[config.mk]
export PLATFORM = sky130hd
export DESIGN_NAME = digit_entry
export DESIGN_NICKNAME = d
export VERILOG_FILES = /design/src/rtl/dds_pkg.sv /design/src/rtl/bcd_digit_step.sv /design/src/rtl/digit_entry.sv
export SDC_FILE = /design/constraint.sdc
export NUM_CORES = 1
export LEC_CHECK = 0
export BUFFER_PORTS_ARGS = -buffer_cell sky130_fd_sc_hd__buf_4
export CAP_MARGIN = 20
export CORE_MARGIN = 1
export CORE_UTILIZATION = 35
export DETAILED_ROUTE_END_ITERATION = 7
export PLACE_DENSITY = 0.51
export SYNTH_ARGS = -nofsm -noshare
export SYNTH_HDL_FRONTEND = slang
export SYNTH_HIERARCHICAL = 1
export SYNTH_SLANG_ARGS = --single-unit
[constraint.sdc]
create_clock -name clk -period 7.8 [get_ports clk]
set_input_delay 0.39 -clock clk [delete_from_list [all_inputs] [get_ports clk]]
set_output_delay 0.39 -clock clk [all_outputs]
set_load 0.02 [all_outputs]
[src/rtl/dds_pkg.sv]
// Shared types and defaults for the DDS front-panel entry path.
// Digit, state and range definitions used by the entry and display logic.
package dds_pkg;

    localparam int NDIG_DEF     = 6;
    localparam int BIN_W_DEF    = 20;
    localparam int MAX_FREQ_DEC = 999999;

    typedef logic [3:0] bcd_t;

    typedef enum logic [1:0] {
        IDLE,
        CONV,
        DONE
    } state_t;

endpackage

[src/rtl/bcd_digit_step.sv]
// Single BCD digit step: +1 or -1 modulo 10.
// No carry or borrow leaves the digit.
module bcd_digit_step
    import dds_pkg::*;
(
    input  logic [3:0] i_digit,
    input  logic       i_up,
    output logic [3:0] o_digit
);

    // Wrap 9->0 going up and 0->9 going down
    always_comb begin
        o_digit = i_digit;
        if (i_up) begin
            o_digit = (i_digit == 4'd9) ? 4'd0 : i_digit + 4'd1;
        end else begin
            o_digit = (i_digit == 4'd0) ? 4'd9 : i_digit - 4'd1;
        end
    end

endmodule

[src/rtl/digit_entry.sv]
// Front-panel decimal setpoint editor with BCD-to-binary publish.
// Keys edit digits in IDLE; ok converts MSD-first and publishes clamped.
module digit_entry
    import dds_pkg::*;
#(
    parameter int                NDIG      = NDIG_DEF,
    parameter int                BIN_W     = BIN_W_DEF,
    parameter int                MAX_VAL   = MAX_FREQ_DEC,
    parameter logic [4*NDIG-1:0] RESET_BCD = 24'h001000
) (
    input  logic              clk,
    input  logic              rst,
    input  logic              key_left,
    input  logic              key_right,
    input  logic              key_inc,
    input  logic              key_dec,
    input  logic              key_ok,
    output logic [4*NDIG-1:0] edit_bcd,
    output logic [2:0]        cursor,
    output logic              busy,
    output logic [BIN_W-1:0]  bin,
    output logic              bin_valid,
    output logic              clamped
);

    localparam int ACC_W = BIN_W + 4;

    function automatic logic [ACC_W-1:0] bcd2bin(
        input logic [4*NDIG-1:0] b
    );
        logic [ACC_W-1:0] a;
        a = '0;
        for (int i = NDIG - 1; i >= 0; i--) begin
            a = (a << 3) + (a << 1) + ACC_W'(b[4*i +: 4]);
        end
        return a;
    endfunction

    localparam logic [ACC_W-1:0] MAX_ACC   = ACC_W'(MAX_VAL);
    localparam logic [ACC_W-1:0] RESET_ACC = bcd2bin(RESET_BCD);
    localparam logic [BIN_W-1:0] RESET_BIN =
        (RESET_ACC > MAX_ACC) ? MAX_ACC[BIN_W-1:0]
                              : RESET_ACC[BIN_W-1:0];
    localparam logic [2:0]       LAST_CUR  = 3'(NDIG - 1);

    state_t            r_state;
    logic [4*NDIG-1:0] r_bcd;
    logic [4*NDIG-1:0] r_shadow;
    logic [2:0]        r_cursor;
    logic [2:0]        r_idx;
    logic [ACC_W-1:0]  r_acc;
    logic [BIN_W-1:0]  r_bin;
    logic              r_bin_valid;
    logic              r_clamped;

    logic [4:0]        w_cur_lsb;
    logic [4:0]        w_idx_lsb;
    bcd_t              w_cur_dig;
    bcd_t              w_step_dig;
    bcd_t              w_shadow_dig;
    logic [ACC_W-1:0]  w_acc_next;
    logic              w_over;

    assign w_cur_lsb    = {r_cursor, 2'b00};
    assign w_idx_lsb    = {r_idx, 2'b00};
    assign w_cur_dig    = r_bcd[w_cur_lsb +: 4];
    assign w_shadow_dig = r_shadow[w_idx_lsb +: 4];
    assign w_acc_next   = (r_acc << 3) + (r_acc << 1)
                        + ACC_W'(w_shadow_dig);
    assign w_over       = (r_acc > MAX_ACC);

    bcd_digit_step u_step (
        .i_digit (w_cur_dig),
        .i_up    (key_inc),
        .o_digit (w_step_dig)
    );

    // Edit FSM: key handling in IDLE, digit-serial conversion, publish
    always_ff @(posedge clk) begin
        if (rst) begin
            r_state     <= IDLE;
            r_bcd       <= RESET_BCD;
            r_shadow    <= '0;
            r_cursor    <= '0;
            r_idx       <= '0;
            r_acc       <= '0;
            r_bin       <= RESET_BIN;
            r_bin_valid <= 1'b0;
            r_clamped   <= 1'b0;
        end else begin
            r_bin_valid <= 1'b0;
            unique case (r_state)
                IDLE: begin
                    if (key_ok) begin
                        r_shadow <= r_bcd;
                        r_acc    <= '0;
                        r_idx    <= LAST_CUR;
                        r_state  <= CONV;
                    end else if (key_inc || key_dec) begin
                        r_bcd[w_cur_lsb +: 4] <= w_step_dig;
                    end else if (key_left) begin
                        r_cursor <= (r_cursor == LAST_CUR)
                                  ? 3'd0 : r_cursor + 3'd1;
                    end else if (key_right) begin
                        r_cursor <= (r_cursor == 3'd0)
                                  ? LAST_CUR : r_cursor - 3'd1;
                    end
                end
                CONV: begin
                    r_acc <= w_acc_next;
                    if (r_idx == 3'd0) begin
                        r_state <= DONE;
                    end else begin
                        r_idx <= r_idx - 3'd1;
                    end
                end
                DONE: begin
                    r_bin       <= w_over ? MAX_ACC[BIN_W-1:0]
                                          : r_acc[BIN_W-1:0];
                    r_clamped   <= w_over;
                    r_bin_valid <= 1'b1;
                    r_state     <= IDLE;
                end
                default: begin
                    r_state <= IDLE;
                end
            endcase
        end
    end

    assign edit_bcd  = r_bcd;
    assign cursor    = r_cursor;
    assign busy      = (r_state != IDLE);
    assign bin       = r_bin;
    assign bin_valid = r_bin_valid;
    assign clamped   = r_clamped;

endmodule

Word-level counts from Yosys, hierarchy flattened
Cells that the tools add are included.

word-level totals
  logic and storage cells = 63
  input bits = 7
  register bits after elaboration = 102

cells by class
  order comparisons = 1
  eq/ne operators = 7
  reductions and logical operators = 14
  add/subtract/negate cells = 8
  mux-type cells = 18
  bitwise logic cells = 2
  shift-type cells = 4

operators with widths
  operator                                                                           number
  24-bit one-hot mux with 2 select lines                                             1
  24-bit by 6-bit indexed part select with 4-bit output                              2
  24-bit adder                                                                       1
  24-bit by 4-bit adder with 24-bit output                                           1
  24-bit bitwise mux                                                                 1
  24-bit by 20-bit greater-than comparator with 1-bit output, second input constant  1
  24-bit 2-to-1 mux                                                                  1
  4-bit by 7-bit variable shift with 24-bit output, first input constant             1
  4-bit by 7-bit indexed part select with 24-bit output                              1
  20-bit 2-to-1 mux                                                                  1
  3-bit 2-to-1 mux                                                                   6
  4-bit 2-to-1 mux                                                                   3
  5-bit negator with 7-bit output                                                    1
  3-bit zero test                                                                    2
  2-bit != test, second input constant                                               3
  3-bit one-hot mux with 2 select lines                                              1
  2-bit AND reduction                                                                3
  3-bit AND reduction                                                                2
  2-bit nonzero test                                                                 3
  3-bit by 1-bit subtractor with 3-bit output, second input constant                 2
  4-bit by 1-bit adder with 4-bit output, second input constant                      1
  4-bit == test, second input constant                                               1
  4-bit zero test                                                                    1
  2-bit 2-to-1 mux                                                                   2
  11 further kinds                                                                   12

Logic depth before layout (Yosys ltp)
  depth after elaboration = 6
  mapped depth = 15
  gate-level depth less buffers = 14

Modules after synthesis
Netlist, hierarchy kept.

modules (own cells, without submodules)
  module          area an instance (um2)  times used  seq. area each (um2)  cells each
  digit_entry     5511.5                  1           2042.0                634
  bcd_digit_step  138.9                   1           0.0                   20

Least setup slack after synthesis
OpenSTA, ideal clock, no wires.

  path kind = flip-flop to flip-flop
  from = reg r_idx[0]
  to = reg r_acc[10]
  slack = 4.171 ns
  arrival = 3.511 ns
  buffers on the path = 1
  period minus slack after synthesis = 3.629 ns
  setup time = 0.117 ns
  cell stages (with the launch flop) = 16
  required time = 7.683 ns
  cells stage by stage = dfxtp_1 buf_1 mux4_2 nand2_1 o21ai_0 ha_1 ha_1 inv_1 fa_1 nor2b_4 o31a_1 o21a_1 o21a_1 o21a_1 or3_1 a32o_1

between the ends
  cells in the longest elaborated chain, start to end = 3

RTL lines
  what                                                   RTL line            text
  from (decl)                                            digit_entry.sv:50   logic [2:0] r_idx;
  from (signal assigned)                                 digit_entry.sv:114  r_idx <= r_idx - 3'd1;
  24-bit by 6-bit indexed part select with 4-bit output  digit_entry.sv:67   assign w_shadow_dig = r_shadow[w_idx_lsb +: 4];
  24-bit by 4-bit adder with 24-bit output               digit_entry.sv:69   + ACC_W'(w_shadow_dig);
  24-bit one-hot mux with 2 select lines                 digit_entry.sv:92   unique case (r_state)
  to (signal assigned)                                   digit_entry.sv:110  r_acc <= w_acc_next;
  to (decl)                                              digit_entry.sv:51   logic [ACC_W-1:0] r_acc;

Every way passes these cells.
A chain may end at the register's enable or synchronous reset.

Final worst setup path
  from = reg r_idx[0]
  to = reg r_acc[21]

Same word-level chain as after synthesis.

==> summary by stage <==
Worst hold path
The worst hold path belongs to the class in2reg.

Routing
The total via count in the routed design is 4697. The first detailed-routing pass ran for 4 iterations. The detailed router finished its first iteration with 235 violations. For this run, design rule violations remaining after detail routing come to 0. The average wire per cell in the routed design is 15.6 um. In this run the remaining antenna-violating nets after routing total 0. The ratio of routed vias to standard cells is 5.13.

The routed design has 14.3 mm of wire.

Critical path
Of all nets on the critical path, the largest fanout is 11. The start point of the critical path is r_idx[0]. The critical path data arrival time is 4010 ps. The worst register-to-register path begins at r_idx[0]. In this design, the stage delay of the slowest critical-path cell is 670 ps. The kind of critical path is reg2reg. The data required time at the worst endpoint is 8050 ps.

The end point of the critical path is r_acc[21]. The nature of the critical path startpoint is a register. For this design, the slowest cell found on the critical path is dfxtp_1.

For flop-to-flop paths, the worst setup slack is 4030 ps. The worst register-to-register path ends at r_acc[21]. The endpoint kind of the worst setup timing path is a register. For the worst flop-to-flop path, the logic depth is 12.

The critical path goes through mux4_2, a21oi_1, fa_1, inv_1, ha_1, a21o_1, nand4_1, a211oi_2, a2111oi_4, o221ai_1, xor2_1, a22o_1.

Global routing
The via count of the first global-routing pass came to 4586. After global routing the overflow that remains totals 0. The pin count of the biggest net entering global routing is 68. The initial antenna violation count is 0. The first global-routing pass estimated 23.5 mm of wire. For this run, the total global-route usage over all layers was measured as 18.2%.

Clock tree
The CTS H-tree depth is 3. Once the clock tree was built, the setup fixing pass inserted 0 buffers. The clock latency on the worst-skew pair is 360 ps. The root cell of the clock tree is clkbuf_16.

The clock input transition at the sequential cells of the worst setup and hold paths is 80 ps. The clock drives 102 sinks. The largest buffer count on any clock path is 2. Buffers inserted during clock tree synthesis total 9. The number of hold buffers added after CTS is 0. TritonCTS built the clock tree.

In this run, post-CTS repair resized a total of 0 instances.

STA
The total negative setup slack is 0 ps. The worst hold slack after final layout is 375 ps. Derived from the worst setup path, the maximum achievable clock frequency is 266 MHz.

The number of failing hold endpoints at the final stage is 0. The final setup skew is 16.3 ps. Counting I/O delays and the setup requirement, the final critical path takes 3770 ps. After layout, the worst setup slack is 4030 ps. In this run the tightest slew margin relative to its limit is 34.6%. Setup repair after global routing left no endpoint under its margin. Setup violations remaining at the end of the flow were counted as 0.

The number of pins exceeding their max-slew limit in the final report is 0. For the pin with the worst max-slew slack, the measured transition is 981 ps. The final period utilization is 48.3%.

Floorplanning
The floorplan has 46 rows. The die covers 16700 um2. The count of pins on the block boundary is 57. The die height is 129 um. The initial core utilization is 35.7%. The floorplan step defined a core boundary enclosing 15800 um2. The die extent in x is 129 um.

Yosys
The most used flip-flop cell after synthesis is dfxtp_1. The net count of the mapped netlist is 711. Synthesis produced 654 cells. The number of enable flip-flop cells after synthesis is 0. Yosys mapped the design onto 62 distinct sky130hd cell types.

Dividing the synthesized area by the synthesized cell count gives 8.64 um2. The share of the synthesized area in the top cell type is 36.1%. Ranked by instance count, the synthesized netlist is headed by dfxtp_1, nand2_1, nor2_1. For this run, the number of Yosys warnings is 6. Counting flops and latches in the post-synthesis netlist gives 102.

dfxtp_1 takes more of the synthesized area than any other cell. The proportion of synthesized chip area in sequential cells is 36.1%. For this run, asynchronously set or reset flops after synthesis account for 0%. In the post-synthesis netlist, the biggest area contributors are dfxtp_1, ha_1, mux2i_1, nand2_1, a21oi_1. In this run the cell area of the synthesized design comes to 5650 um2. In the post-synthesis netlist, the cell with the most instances is dfxtp_1.

Finish
The final net count is 751. The post-route netlist has 14.2% of its cells at a drive strength greater than 1. The layout overhead on the synthesized area is 16.2%. Measured on the finished design, the core utilization comes to 41.5%. The final instance count without filler cells is 916. The total non-filler cell area in the finished layout is 6560 um2.

Power
The leakage component of the power is 2.76 nW. The overall power consumption is 1.12 mW. The power dissipated by switching net loads is 0.315 mW. The part of the power in combinational logic is 10.3%. The switching portion of total power is 28.2%. The maximum vdd drop is 0.0961 mV. The total internal power is 0.801 mW. For this design the ratio of total power to cell area is 170 nW/um2. In this run, the clock network consumes 41.1% of the power. The share of total power dissipated in sequential elements is 48.6%.

Run
Max-cap violations in this run came to 0.

Placed design
The count of buffers from port buffering is 56. The final weighted congestion in routability-driven placement is 0.832. The number of placed instances, taps included, is 899.

OpenSTA, run right after detailed placement, puts the worst setup slack at 4060 ps. Detailed placement finished with a half-perimeter wire length of 10.8 mm. The cell area after placement is 6250 um2.

Outcome
The flow ran to the end, and the final reports show no timing, DRC or antenna violations.
==> routing by layer <==
layer / share of wire (%) / track usage [%]
met5: 0 / 0
met4: 1.9 / 6.71
met3: 3.2 / 2.97
met2: 47 / 30.7
met1: 48 / 23.5
==> power groups by stage <==
stage          Sequential, mW  Clock [mW]  Combinational, mW
6_report                0.543       0.459              0.115
5_1_grt                 0.545       0.499              0.127
4_1_cts                 0.543       0.473              0.116
3_5_place_dp            0.555           0              0.116
3_3_place_gp            0.555           0              0.116
2_1_floorplan           0.556           0             0.0784
==> layout make-up <==
class	count	area [um2]
clock inverters	7	86.3
multi-input cells	502	3410
fillers	1627	9260
inverters	18	67.6
clock buffers	9	225
flip-flops and latches	102	2040
repair buffers	61	458
diodes	1	2.50
well taps	216	270
==> kinds of logic after synthesis <==
logic type | synth area share (%)
flops | 36.1
fa+ha+maj | 11.3
compound gates | 17.0
mux | 9.17
simple gates | 19.6
buf+inv | 3.48
xor+xnor | 3.26
==> sequential cells by signal, summed over array words and instances (netlist names) <==
register / flops
edit_bcd: 24
clamped: 1
r_acc: 24
r_idx: 3
cursor: 3
r_state: 2
bin_valid: 1
bin: 20
r_shadow: 24
==> how the worst min path moves through the flow <==
stage	to	depth (start not counted)	from	slack [ps]
3_5_place_dp	r_shadow[14]	2	r_shadow[14]	450
6_report	cursor[0]	3	key_left	380
4_1_cts	cursor[0]	3	key_left	360
2_1_floorplan	r_shadow[10]	2	r_shadow[10]	430
3_3_place_gp	r_shadow[3]	2	r_shadow[3]	440
5_1_grt	cursor[0]	3	key_left	380
==> worst max-delay path, delay by kind of cell, from the launching register on <==
family | cells | cell delay (ps)
AOI/OAI and AO/OA | 6 | 1290
DFF | 1 | 670
buffers and inverters | 1 | 80
muxes | 1 | 570
and+or+nand+nor | 1 | 160
xor gates and xnor gates | 1 | 170
adders and majority gates | 2 | 700
==> placed cells by master (no fill, tap or decap), drive strengths merged, types with 8 or more instances in the layout <==
cell    count
mux2i      36
inv        21
nor2       74
a21oi      58
o21ai      22
and2        8
xor2        9
nand2b      8
nand2      92
a22o       13
ha         48
dfxtp     102
nor2b       8
nand3      14
xnor2      12
nor3       16
clkbuf      9
buf        61
No activity file was read; power rests on OpenSTA's default activity.
